<file path="src/rtl/mem_arbiter.sv">
// mem_arbiter: arbiter/sequencer for the unified line memory shared by I-refill and D-fill/writeback
// Ports:
//   clk, rst_n                 clock, asynchronous active-low reset
//   i_req, i_addr              I-side line read request (held until i_done)
//   i_done, i_rd_data          I-side completion pulse and registered line data
//   d_req, d_we, d_addr,
//   d_wr_data                  D-side read (d_we=0) or writeback (d_we=1) request
//   d_done, d_rd_data          D-side completion pulse and registered read data
//   m_re, m_we, m_addr,
//   m_wr_data, m_rd_data,
//   m_rdy                      memory strobes, address/data and completion handshake
//   wb_full                    one-entry write buffer holds an undrained line
module mem_arbiter #(
    parameter int ADDR_W = 14,
    parameter int DATA_W = 64,
    parameter int STARVE = 2
) (
    input  logic              clk,
    input  logic              rst_n,
    input  logic              i_req,
    input  logic [ADDR_W-1:0] i_addr,
    output logic              i_done,
    output logic [DATA_W-1:0] i_rd_data,
    input  logic              d_req,
    input  logic              d_we,
    input  logic [ADDR_W-1:0] d_addr,
    input  logic [DATA_W-1:0] d_wr_data,
    output logic              d_done,
    output logic [DATA_W-1:0] d_rd_data,
    output logic              m_re,
    output logic              m_we,
    output logic [ADDR_W-1:0] m_addr,
    output logic [DATA_W-1:0] m_wr_data,
    input  logic [DATA_W-1:0] m_rd_data,
    input  logic              m_rdy,
    output logic              wb_full
);
    localparam int CW = (STARVE < 1) ? 1 : $clog2(STARVE + 1);
    localparam logic [CW-1:0] SMAX = CW'(STARVE);
    typedef enum logic [2:0] {IDLE, RD_I, RD_D, DRAIN, RESP} state_t;
    state_t state, next;
    logic resp_i, wb_valid;
    logic [ADDR_W-1:0] wb_addr;
    logic [DATA_W-1:0] wb_data;
    logic [CW-1:0] starve_cnt;
    logic d_wr, d_rd, hit_d, hit_i, i_starved;
    logic g_cap, g_fwd_d, g_fwd_i, g_d, g_i;
    always_comb begin
        d_wr      = d_req & d_we;
        d_rd      = d_req & ~d_we;
        hit_d     = wb_valid && d_addr == wb_addr;
        hit_i     = wb_valid && i_addr == wb_addr;
        i_starved = i_req && starve_cnt == SMAX;
        next      = state;
        g_cap     = 1'b0;
        g_fwd_d   = 1'b0;
        g_fwd_i   = 1'b0;
        case (state)
            IDLE: begin
                if (d_wr && !wb_valid) begin
                    next  = RESP;
                    g_cap = 1'b1;
                end else if (d_wr) begin
                    next = DRAIN;
                end else if (d_rd && hit_d) begin
                    next    = RESP;
                    g_fwd_d = 1'b1;
                end else if (d_rd && !i_starved) begin
                    next = RD_D;
                end else if (i_req && hit_i) begin
                    next    = RESP;
                    g_fwd_i = 1'b1;
                end else if (i_req) begin
                    next = RD_I;
                end else if (wb_valid) begin
                    next = DRAIN;
                end
            end
            RD_I, RD_D: next = m_rdy ? RESP : state;
            DRAIN:      next = m_rdy ? IDLE : DRAIN;
            default:    next = IDLE;
        endcase
        // A missing D read yields to a starved I read; every other D request is a D grant.
        g_d = state == IDLE && d_req && !(d_rd && !hit_d && i_starved);
        g_i = state == IDLE && i_req && !g_d;
    end
    always_ff @(posedge clk or negedge rst_n)
        if (!rst_n) state <= IDLE;
        else        state <= next;
    assign m_re    = state == RD_I || state == RD_D;
    assign m_we    = state == DRAIN;
    assign i_done  = state == RESP && resp_i;
    assign d_done  = state == RESP && !resp_i;
    assign wb_full = wb_valid;
    always_ff @(posedge clk or negedge rst_n) begin
        if (!rst_n) begin
            resp_i     <= 1'b0;
            wb_valid   <= 1'b0;
            wb_addr    <= '0;
            wb_data    <= '0;
            m_addr     <= '0;
            m_wr_data  <= '0;
            i_rd_data  <= '0;
            d_rd_data  <= '0;
            starve_cnt <= '0;
        end else begin
            if (state == IDLE && next == RD_I) m_addr <= i_addr;
            if (state == IDLE && next == RD_D) m_addr <= d_addr;
            if (state == IDLE && next == DRAIN) begin
                m_addr    <= wb_addr;
                m_wr_data <= wb_data;
            end
            if (g_i)      resp_i <= 1'b1;
            else if (g_d) resp_i <= 1'b0;
            if (g_cap) begin
                wb_valid <= 1'b1;
                wb_addr  <= d_addr;
                wb_data  <= d_wr_data;
            end else if (state == DRAIN && m_rdy) begin
                wb_valid <= 1'b0;
            end
            if (g_fwd_d)                    d_rd_data <= wb_data;
            else if (state == RD_D && m_rdy) d_rd_data <= m_rd_data;
            if (g_fwd_i)                    i_rd_data <= wb_data;
            else if (state == RD_I && m_rdy) i_rd_data <= m_rd_data;
            if (g_i)                                         starve_cnt <= '0;
            else if (g_d && i_req && starve_cnt != SMAX)     starve_cnt <= starve_cnt + 1'b1;
        end
    end
endmodule

</file>
<file path="config.mk">
export PLATFORM = sky130hd
export DESIGN_NAME = mem_arbiter
export DESIGN_NICKNAME = d
export VERILOG_FILES = /design/src/rtl/mem_arbiter.sv
export SDC_FILE = /design/constraint.sdc
export NUM_CORES = 1
export LEC_CHECK = 0
export ABC_AREA = 0
export BUFFER_PORTS_ARGS = -buffer_cell sky130_fd_sc_hd__clkbuf_2
export CORE_MARGIN = 4
export CORE_UTILIZATION = 30
export CTS_CLUSTER_SIZE = 10
export DETAILED_ROUTE_END_ITERATION = 8
export PLACE_DENSITY = 0.57
export SLEW_MARGIN = 20
export SYNTH_ARGS = -nofsm -noshare
export SYNTH_HDL_FRONTEND = slang
export SYNTH_SLANG_ARGS = --single-unit
</file>
<file path="constraint.sdc">
create_clock -name clk -period 6.5 [get_ports clk]
set_clock_uncertainty 0.15 [all_clocks]
set_input_delay 0.325 -clock clk [delete_from_list [all_inputs] [get_ports clk]]
set_output_delay 0.325 -clock clk [all_outputs]
set_load 0.01 [all_outputs]
</file>
==> impl_metrics.toml <==
[run_status]
status = "completed"

[yosys]
synth_top_area_frac = 0.590
synth_top_cell_by_area = "dfrtp_1"
yosysUniqueCellTypes = 43
synth_common_cells = "dfrtp_1, nand2_1, mux2_2"
synth_area_leaders = "dfrtp_1, mux2_2, mux2_1"
synth_edf_count = 0
synth-compound-area-share = 0.141
synth_xor_area_frac = 0.0206
yosysWarnings = 0
seq_area_frac_synth = 0.590
syn_area_per_cell_um2 = 12.6
synth_simple_gate_area_frac = 0.0658
synth.area.mux_share = 0.154
ys_seq_elements = 291
synthAdderAreaFrac = 0.00101
async_flop_share = 1.00
synth-main-ff-cell = "dfrtp_1"
synth_area_um2 = 12300
synth_most_common_cell = "dfrtp_1"
synth_top_family_by_area = "multiplexers"
syn-num-nets = 1139
postSynthCellCount = 976

[power_and_ir_drop]
power.total_mw = 7.90
power_frac_seq = 0.424
power_switching_share = 0.363
power_frac_comb = 0.361
power_frac_clock = 0.216
p_int_mw = 5.03
p_leak_nw = 8.64
p_switching_mw = 2.87
cellPowerDensity_nw_per_um2 = 461
ir_drop_mv = 0.227

[timing]
setup_violations = 0
slew_headroom = 0.284
period_needed_ps = 4020
finalWorstSetupSlack_ps = 2480
period_share = 0.619
hold_viol = 0
max_freq_ghz = 0.249
drv_slew = 0
rsz0062_at_grt = "false"
worstMarginPinSlew_ps = 1070
finalSetupTns_ps = 0
hold_slack_ps = 68.7

[placed_design]
dp.cells = 1830
gp_congestion = 0.779
port_buffers = 372
place_area_um2 = 14700
pre_cts_slack_ps = 2320
place_hpwl_mm = 24.7

[layout]
fin_cells = 2021
fin_util = 0.421
diodes = 0
drive_gt1_frac = 0.349
finalNetCount = 1645
area_delta_synth_final_pct = 39.0
fin_area_um2 = 17100

[cts]
clockBufferDepth = 3
cts_made_buffers = 35
clockRootBuffer = "clkbuf_16"
clk_pin_slew_ps = 60
cts_tree = "yes"
htreeDepth = 2
worstSkewPairLatency_ps = 530
cts.sinks = 291

[die]
dieWidth_um = 211
std_cell_rows = 74
ios = 373
die-area_um2 = 44400
die_y_um = 211
core_area_um2 = 40700
start_util = 0.303

[run]
maxCapViolations = 0

[grt]
grt_pass1_wl_mm = 61.4
grt_pass1_vias = 10382
grt_max_degree = 154
grt_overflow_total = 0
antenna_found_initial = 0
track_usage = 0.174

[routing]
wl_per_cell_um = 19.5
drc = 0
vias_per_cell = 4.93
ant_nets = 0
num_vias = 9958
wl_mm = 39.5
firstDrtPassIters = 5
initialDrtViolationCount = 541

[setup_path]
crit_path_end_kind = "flip-flop"
reg2reg_from = "wb_full"
crit_start = "wb_full"
startpoint_type = "flip-flop"
required_ps = 6750
cp_max_fo = 35
path_class = "reg -> reg"
critical_path_arrival_ps = 4270

[worst_hold_path]
hp-class = "in -> reg"
worstHoldStart = "i_addr[10]"
repair_timing:
item | CTS | global route
buffers inserted | 0 | 0
gates resized for setup | 0 | 0
hold endpoints to repair | 272 | 0
setup endpoints to repair | 0 | 0
hold buffers | 145 | 0
area by class of cell:
type | count | area, um2
fillers | 3897 | 23600
flip-flops and latches | 291 | 7280
multi-input cells | 617 | 4770
repair buffers | 533 | 3480
clock buffers | 43 | 916
well taps | 532 | 666
inverters | 4 | 15.0
clock inverters | 1 | 8.76
kinds of logic (layout without fill, tap and decap cells):
group	after synthesis	in the layout
compound gates	225	225
fa+ha+maj	1	1
flops	291	291
mux	170	170
buf+inv	68	581
xor+xnor	29	29
simple gates	192	192
power groups by stage:
stage / logic (mW) / registers [mW] / clock network [mW]
2_1_floorplan: 1.41 / 3.49 / 0
4_1_cts: 2.88 / 3.35 / 1.76
3_3_place_gp: 2.76 / 3.34 / 0
5_1_grt: 3.12 / 3.47 / 1.84
6_report: 2.85 / 3.35 / 1.70
3_5_place_dp: 2.80 / 3.37 / 0
state kept, by name, summed over array words and instances (netlist names):
name and count:
d_rd_data 64, i_rd_data 64, m_wr_data 64, wb_data 64
m_addr 14, wb_addr 14, state 3, starve_cnt 2
resp_i 1, wb_full 1
layout by cell type (no fill, tap or decap), drive strengths merged, types with 2 or more instances in the layout:
cell,count
a22o,64
mux2,156
inv,5
nor2,24
dfrtp,291
nor3,6
a21o,65
o21ai,4
nand4,8
clkbuf,414
mux2i,14
xnor2,15
nor4,5
buf,17
xor2,14
a22oi,64
nand2b,3
nand2,134
dlygate4sd3,145
nand3,4
a211o,2
a21oi,18
final timing paths:
| check | cells past startpoint | slack, ps | endpoint |
|---|---|---|---|
| max in group asynchronous | 3 | 4610 | d_rd_data[38] |
| max | 7 | 2480 | m_wr_data[33] |
| min reg2reg | 2 | 320 | d_rd_data[17] |
| max reg2reg | 7 | 2480 | m_wr_data[33] |
| min in group asynchronous | 2 | 220 | wb_addr[12] |
| min | 4 | 70 | m_addr[10] |
per-layer routing:
metal,wire (um),vias to the layer above,track usage
met5,0,-,0
met3,2720,67,0.0428
li1,-,4523,-
met4,1050,0,0.0519
met1,16600,5009,0.226
met2,19100,359,0.292
worst max-delay path, cell delays in order, from the launching register on:
cell and delay [ps]:
dfrtp_1 570, nand2_1 110, nor4_1 390, nand4_1 340, a221oi_4 970, nand2b_4 640, buf_12 290, mux2_1 360
No activity file was read; power rests on OpenSTA's default activity.
